--- src/rtl/cdc_pkg.sv ---
// Shared defaults for the fast/slow clock-domain crossings.
`timescale 1ns/1ps
package cdc_pkg;
    localparam int DEF_WIDTH       = 8;
    localparam int DEF_SYNC_STAGES = 2;
endpackage

--- src/rtl/slow_edge_detect.sv ---
// Samples slow_clk as data on fast_clk and flags its synchronized rising edge.
`timescale 1ns/1ps
module slow_edge_detect
    import cdc_pkg::*;
#(
    parameter int SYNC_STAGES = DEF_SYNC_STAGES
) (
    input  logic fast_clk,
    input  logic reset,
    input  logic slow_clk,
    output logic rise
);

    logic [SYNC_STAGES-1:0] sync_q;
    logic                   s_sync;
    logic                   s_prev;

    assign s_sync = sync_q[SYNC_STAGES-1];

    always_ff @(posedge fast_clk) begin
        if (reset) begin
            sync_q <= '0;
            s_prev <= 1'b0;
        end else begin
            sync_q <= {sync_q[SYNC_STAGES-2:0], slow_clk};
            s_prev <= s_sync;
        end
    end

    assign rise = s_sync & ~s_prev;

endmodule

--- src/rtl/fast_to_slow_hold.sv ---
// Hands fast-domain words to a slow domain, launching each just after a slow rise.
`timescale 1ns/1ps
module fast_to_slow_hold
    import cdc_pkg::*;
#(
    parameter int WIDTH       = DEF_WIDTH,
    parameter int SYNC_STAGES = DEF_SYNC_STAGES
) (
    input  logic             fast_clk,
    input  logic             reset,
    input  logic             slow_clk,
    input  logic [WIDTH-1:0] in_data,
    input  logic             in_valid,
    output logic             in_ready,
    output logic [WIDTH-1:0] data_out,
    output logic             launch,
    output logic             captured,
    output logic             overflow
);

    logic             rise;
    logic             hold_empty;
    logic [WIDTH-1:0] hold_reg;
    logic             launched;
    logic             accept;
    logic             fire;

    slow_edge_detect #(
        .SYNC_STAGES(SYNC_STAGES)
    ) u_edge (
        .fast_clk(fast_clk),
        .reset   (reset),
        .slow_clk(slow_clk),
        .rise    (rise)
    );

    // Accept needs an empty holder and fire needs a full one: never both.
    assign accept   = in_valid & hold_empty;
    assign fire     = rise & ~hold_empty;
    assign in_ready = hold_empty;

    always_ff @(posedge fast_clk) begin
        if (reset) begin
            hold_empty <= 1'b1;
            hold_reg   <= '0;
            launched   <= 1'b0;
            data_out   <= '0;
            launch     <= 1'b0;
            captured   <= 1'b0;
            overflow   <= 1'b0;
        end else begin
            launch   <= fire;
            captured <= rise & launched;
            if (accept) begin
                hold_reg   <= in_data;
                hold_empty <= 1'b0;
            end else if (fire) begin
                hold_empty <= 1'b1;
            end
            if (fire) begin
                data_out <= hold_reg;
                launched <= 1'b1;
            end else if (rise) begin
                launched <= 1'b0;
            end
            if (in_valid & ~hold_empty) begin
                overflow <= 1'b1;
            end
        end
    end

endmodule

--- config.mk ---
export PLATFORM = sky130hd
export DESIGN_NAME = fast_to_slow_hold
export DESIGN_NICKNAME = d
export VERILOG_FILES = /design/src/rtl/cdc_pkg.sv /design/src/rtl/slow_edge_detect.sv /design/src/rtl/fast_to_slow_hold.sv
export SDC_FILE = /design/constraint.sdc
export NUM_CORES = 1
export LEC_CHECK = 0
export ABC_CLOCK_PERIOD_IN_PS = 1100
export CAP_MARGIN = 20
export CORE_ASPECT_RATIO = 1.5
export CORE_MARGIN = 1
export CORE_UTILIZATION = 47
export CTS_CLUSTER_SIZE = 30
export DETAILED_ROUTE_END_ITERATION = 16
export GPL_TIMING_DRIVEN = 0
export PLACE_DENSITY_LB_ADDON = 0.08
export SLEW_MARGIN = 25
export SYNTH_ARGS = -nofsm -noshare
export SYNTH_HDL_FRONTEND = slang
export SYNTH_SLANG_ARGS = --single-unit
--- constraint.sdc ---
create_clock -name fast_clk -period 1.1 [get_ports fast_clk]
set_input_delay 0.11 -clock fast_clk [delete_from_list [all_inputs] [get_ports fast_clk]]
set_output_delay 0.11 -clock fast_clk [all_outputs]
set_load 0.05 [all_outputs]
==> reports/metrics.cfg, run 1 <==
[die]
coreArea_mm2=0.00203
ios=24
dieWidth_um=39.7
initial_utilization_pct=49.4
rows=20
die_y_um=58.5
die_area_mm2=0.00232

[placement]
place_congestion=0.721
io_buffers=22
hpwl_um=1220

[min_path]
hold_path.class=in -> reg
hold_end=overflow$_SDFFE_PP0P_
hold_depth=3
worstHoldStart=in_valid

[route]
first_pass_iters=3
vias=720
drt-vias-per-instance=5.03
drt_iter0_drc=17
drcViolationCount=0
ant_nets=0
wl_um=1740
wl_per_cell_um=12.2

[clocking]
insertion_delay_ns=0.31
htreeDepth=1
cts_buffer_depth=2
cts_setup_buffers=0
cts_hold_buf=0
clockRootBuffer=clkbuf_4
cts_tree=done
clock-sinks=24
path_clk_slew_ns=0.13
cts_buffers=3

[yosys]
syn_nets=107
async_reset_ff_share_pct=0
netlist_area_mm2=0.00100
syn-mean-instance-area_um2=10.5
ys_warn_count=0
netlist_instances=95
ys.flop_type=dfxtp_1
synth_top_area_share_pct=48.0
synth_edf_count=0
synth.distinct_cells=21
ys_seq_elements=24
synthTopCellsByArea=dfxtp_1 48%, nand2b_1 11%, mux2i_1 8.0%, a21bo_2 7.0%, buf_6 4.5%
ys_seq_area_share_pct=48.0
yosysTopAreaCell=dfxtp_1

[global_routing]
grtUsageTotal_pct=18.8
grt_pass1_vias=714
antenna_found_initial=0
overflow=0
grt_pass1_wl_um=3040
grt_max_degree=14

[worst_setup_path]
start_kind=flop
cp-startpoint=in_ready$_SDFFE_PP1P_
crit_required_ns=0.99
r2r_end=data_out[3]$_SDFFE_PP0P_
r2r_cells=3
rrSetupSlack_ns=0.09
path_buf_inv=1
critPathKind=reg -> out
crit_chain=clkbuf_4
cp_top_family=flip-flops
critPathArrivalTime_ns=0.93
r2r-start=in_ready$_SDFFE_PP1P_
critical_path_peak_fanout=4
end_kind=output port
cpMaxStageDelayCell=dfxtp_2
max_stage_delay_ns=0.38

[power]
power_w=0.00158
power_density_mw_per_mm2=1280
vdd_drop_max_uv=802
power_leakage_nw=0.486

[run_status]
status=finished, final reports clean

[layout]
diodes=0
drive_gt1_share_pct=29.8
final_cell_mix=22 x dfxtp_1, 18 x nand2b_1, 11 x buf_2
nNetsFinal=134
area_growth_syn_to_layout_pct=23.5
mostFrequentLayoutCell=dfxtp_1

[sta]
post-route-min-period_ns=1.04
hold_violations=0
setup_viol=0
rsz0062_at_grt=no
tightest_slew_ns=0.302
max_clock_freq_mhz=965
period_share_pct=94.2
finClkSkew_ns=0.00946
relSlewSlack_pct=79.8
drv_slew=0
holdWs_ns=0.0919

[job]
cap_violations=0

-- how the worst max path moves through the flow --
stage | end | slack (ns) | cells past startpoint
6_report | in_ready | 0.06 | 1
5_1_grt | data_out[5] | 0.0009 | 1
4_1_cts | in_ready | 0.02 | 1
3_5_place_dp | data_out[5]$_SDFFE_PP0P_ | -0.20 | 4
3_3_place_gp | data_out[6]$_SDFFE_PP0P_ | -0.18 | 4
2_1_floorplan | in_ready$_SDFFE_PP1P_ | 0.004 | 3
-- final cells by class --
cell class	count	area (um^2)
fill	175	791
sequential	24	483
multi-input combinational	60	433
timing repair buffer	22	165
buffer	8	80.1
clock buffer	4	36.3
tap	22	27.5
inverter	3	11.3
-- routing by layer --
metal,global-route usage [%],wire [um],part of all wire [%],vias to the layer above
met3,2.26,47,2.7,2
li1,-,-,-,371
met2,31.4,899,52,13
met4,8.87,17,0.98,0
met1,22.9,780,45,334
met5,0,0,0,-
-- report_power, final --
part	switching (W)	total, W	internal [W]	leakage [nW]
clock network	0.000250	0.000452	0.000202	0.0210
logic	0.000103	0.000214	0.000111	0.269
registers	0.0000151	0.000916	0.000901	0.196
total	0.000368	0.00158	0.00121	0.486
-- Yosys cell counts, types with 2 or more instances --
master    number
nand3_1        8
mux2i_1        8
dfxtp_1       24
a21bo_2        7
inv_1          2
a21oi_1        8
nor3_1         2
nor2b_1        3
buf_6          4
nand2b_1      18
-- cell families after synthesis --
| group | after synthesis | synth area share, % |
|---|---|---|
| buf+inv | 11 | 8.75 |
| compound gates | 19 | 15.0 |
| flops | 24 | 48.0 |
| simple gates | 33 | 20.3 |
| mux | 8 | 8.00 |
-- timing repair --
| action | CTS | global route |
|---|---|---|
| hold endpoints to repair | 0 | 0 |
| cloned | 0 | 0 |
| gates resized for setup | 60 | 4 |
| setup endpoints to repair | 12 | 10 |
-- stage by stage --
stage | area [um^2] | setup slack [ns] | cells | TNS (ns) | utilization [%]
2_1_floorplan | 1000 | 0.00412 | 95 | 0 | -
3_3_place_gp | 1250 | -0.183 | 139 | -2.99 | 61.7
3_5_place_dp | 1250 | -0.195 | 139 | -3.29 | 61.7
4_1_cts | 1230 | 0.0194 | 143 | 0 | 60.5
5_1_grt | 1240 | 0.000939 | 143 | 0 | 61.0
6_report | 1240 | 0.0633 | 143 | 0 | 61.0
(Power assumes the default switching activity.)
==> run 2, diff against run 1 <==
GPL_TIMING_DRIVEN = default   (was 0)
==> reports/metrics.cfg, run 2 (same netlist as run 1, synthesis figures left out) <==
[sta]
max_clock_freq_mhz=941
finClkSkew_ns=0.00489
drv_slew=0
setup_viol=0
post-route-min-period_ns=1.06
period_share_pct=96.6
relSlewSlack_pct=88.5
hold_violations=0
tightest_slew_ns=0.172

[worst_setup_path]
r2r_end=hold_reg[1]$_SDFFE_PP0P_
crit_required_ns=0.99
critPathArrivalTime_ns=0.95
r2r_cells=4
r2r-start=in_ready$_SDFFE_PP1P_
critPathKind=reg -> out
end_kind=output port
rrSetupSlack_ns=0.07
start_kind=flop
critical_path_peak_fanout=6

[global_routing]
grt_pass1_vias=706
overflow=0
antenna_found_initial=0
grt_pass1_wl_um=2900
grt_max_degree=31
grtUsageTotal_pct=18.3

[layout]
mostFrequentLayoutCell=dfxtp_1
area_growth_syn_to_layout_pct=42.3
fin_util_pct=70.2
drive_gt1_share_pct=30.3
final_cell_mix=22 x dfxtp_1, 18 x nand2b_1, 13 x buf_12
nNetsFinal=136
fillCellCount=153
diodes=0

[power]
power_w=0.00153
vdd_drop_max_uv=953
power_leakage_nw=0.528
power_density_mw_per_mm2=1070

[clocking]
insertion_delay_ns=0.31
cts_buffer_depth=2
clock-sinks=24
htreeDepth=1
cts_hold_buf=0
cts_buffers=3
clockRootBuffer=clkbuf_4
path_clk_slew_ns=0.11
cts_tree=done

[placement]
place_congestion=0.683
hpwl_um=1260
io_buffers=23

[die]
coreArea_mm2=0.00203
rows=20
ios=24
die_y_um=58.5
die_area_mm2=0.00232
dieWidth_um=39.7
initial_utilization_pct=49.4

[job]
cap_violations=0

[route]
ant_nets=0
drcViolationCount=0
drt-vias-per-instance=5.19
wl_per_cell_um=11.6
vias=747
first_pass_iters=4
drt_iter0_drc=8
wl_um=1670

[min_path]
hold_end=u_edge.sync_q[0]$_SDFF_PP0_
hold_depth=2
hold_path.class=in -> reg
worstHoldStart=slow_clk

[run_status]
status=finished, final reports clean

run 2: routing by layer:
| metal | vias to the layer above | wire length, um | GRT usage (%) |
|---|---|---|---|
| li1 | 375 | - | - |
| met3 | 4 | 50 | 2.26 |
| met4 | 0 | 45 | 13.3 |
| met1 | 351 | 666 | 18.8 |
| met5 | - | 0 | 0 |
| met2 | 17 | 906 | 31.6 |
run 2: critical path, cell delays in order, from the launching register on:
cell and delay (ns):
dfxtp_4 0.38, buf_8 0.13, buf_12 0.14
run 2: worst max path at each step:
stage,from,endpoint,slack [ns],cells after the start
floorplan,in_ready$_SDFFE_PP1P_,in_ready$_SDFFE_PP1P_,0.004,3
global placement,in_valid,hold_reg[7]$_SDFFE_PP0P_,-0.08,4
detailed placement,in_valid,hold_reg[1]$_SDFFE_PP0P_,-0.13,4
CTS,in_ready$_SDFFE_PP1P_,in_ready,0.01,2
global route,in_ready$_SDFFE_PP1P_,in_ready,-0.001,2
finish,in_ready$_SDFFE_PP1P_,in_ready,0.04,2
run 2: area by class of cell:
cell class / count / area, um^2 / area share [%]
clock buffers: 3 / 22.5 / 1.58
repair buffers: 32 / 438 / 30.8
multi-input cells: 60 / 439 / 30.8
flip-flops and latches: 24 / 485 / 34.1
inverters: 3 / 11.3 / 0.791
well taps: 22 / 27.5 / 1.93
run 2: power breakdown:
| group | leakage, nW | total, W | switching (W) | internal [W] |
|---|---|---|---|---|
| combinational | 0.318 | 0.000242 | 0.000101 | 0.000141 |
| clock | 0.0138 | 0.000366 | 0.000238 | 0.000128 |
| sequential | 0.196 | 0.000920 | 0.0000201 | 0.000900 |
run 2: per-stage QoR:
step | hold WS (ns) | setup WS, ns | cells | area, um^2 | TNS, ns
finish | 0.343 | 0.0376 | 144 | 1420 | 0
global route | 0.353 | -0.000971 | 144 | 1420 | -0.000971
CTS | 0.335 | 0.0111 | 143 | 1400 | 0
detailed placement | 0.435 | -0.130 | 140 | 1380 | -0.867
global placement | 0.420 | -0.0787 | 140 | 1380 | -0.464
floorplan | 0.238 | 0.00412 | 95 | 1000 | 0
run 2: what timing repair did:
| action | in CTS | in global routing |
|---|---|---|
| gates cloned | 0 | 0 |
| buffers inserted | 0 | 1 |
| setup endpoints to repair | 1 | 5 |
| pin swaps | 0 | 0 |
| resized for setup | 1 | 4 |
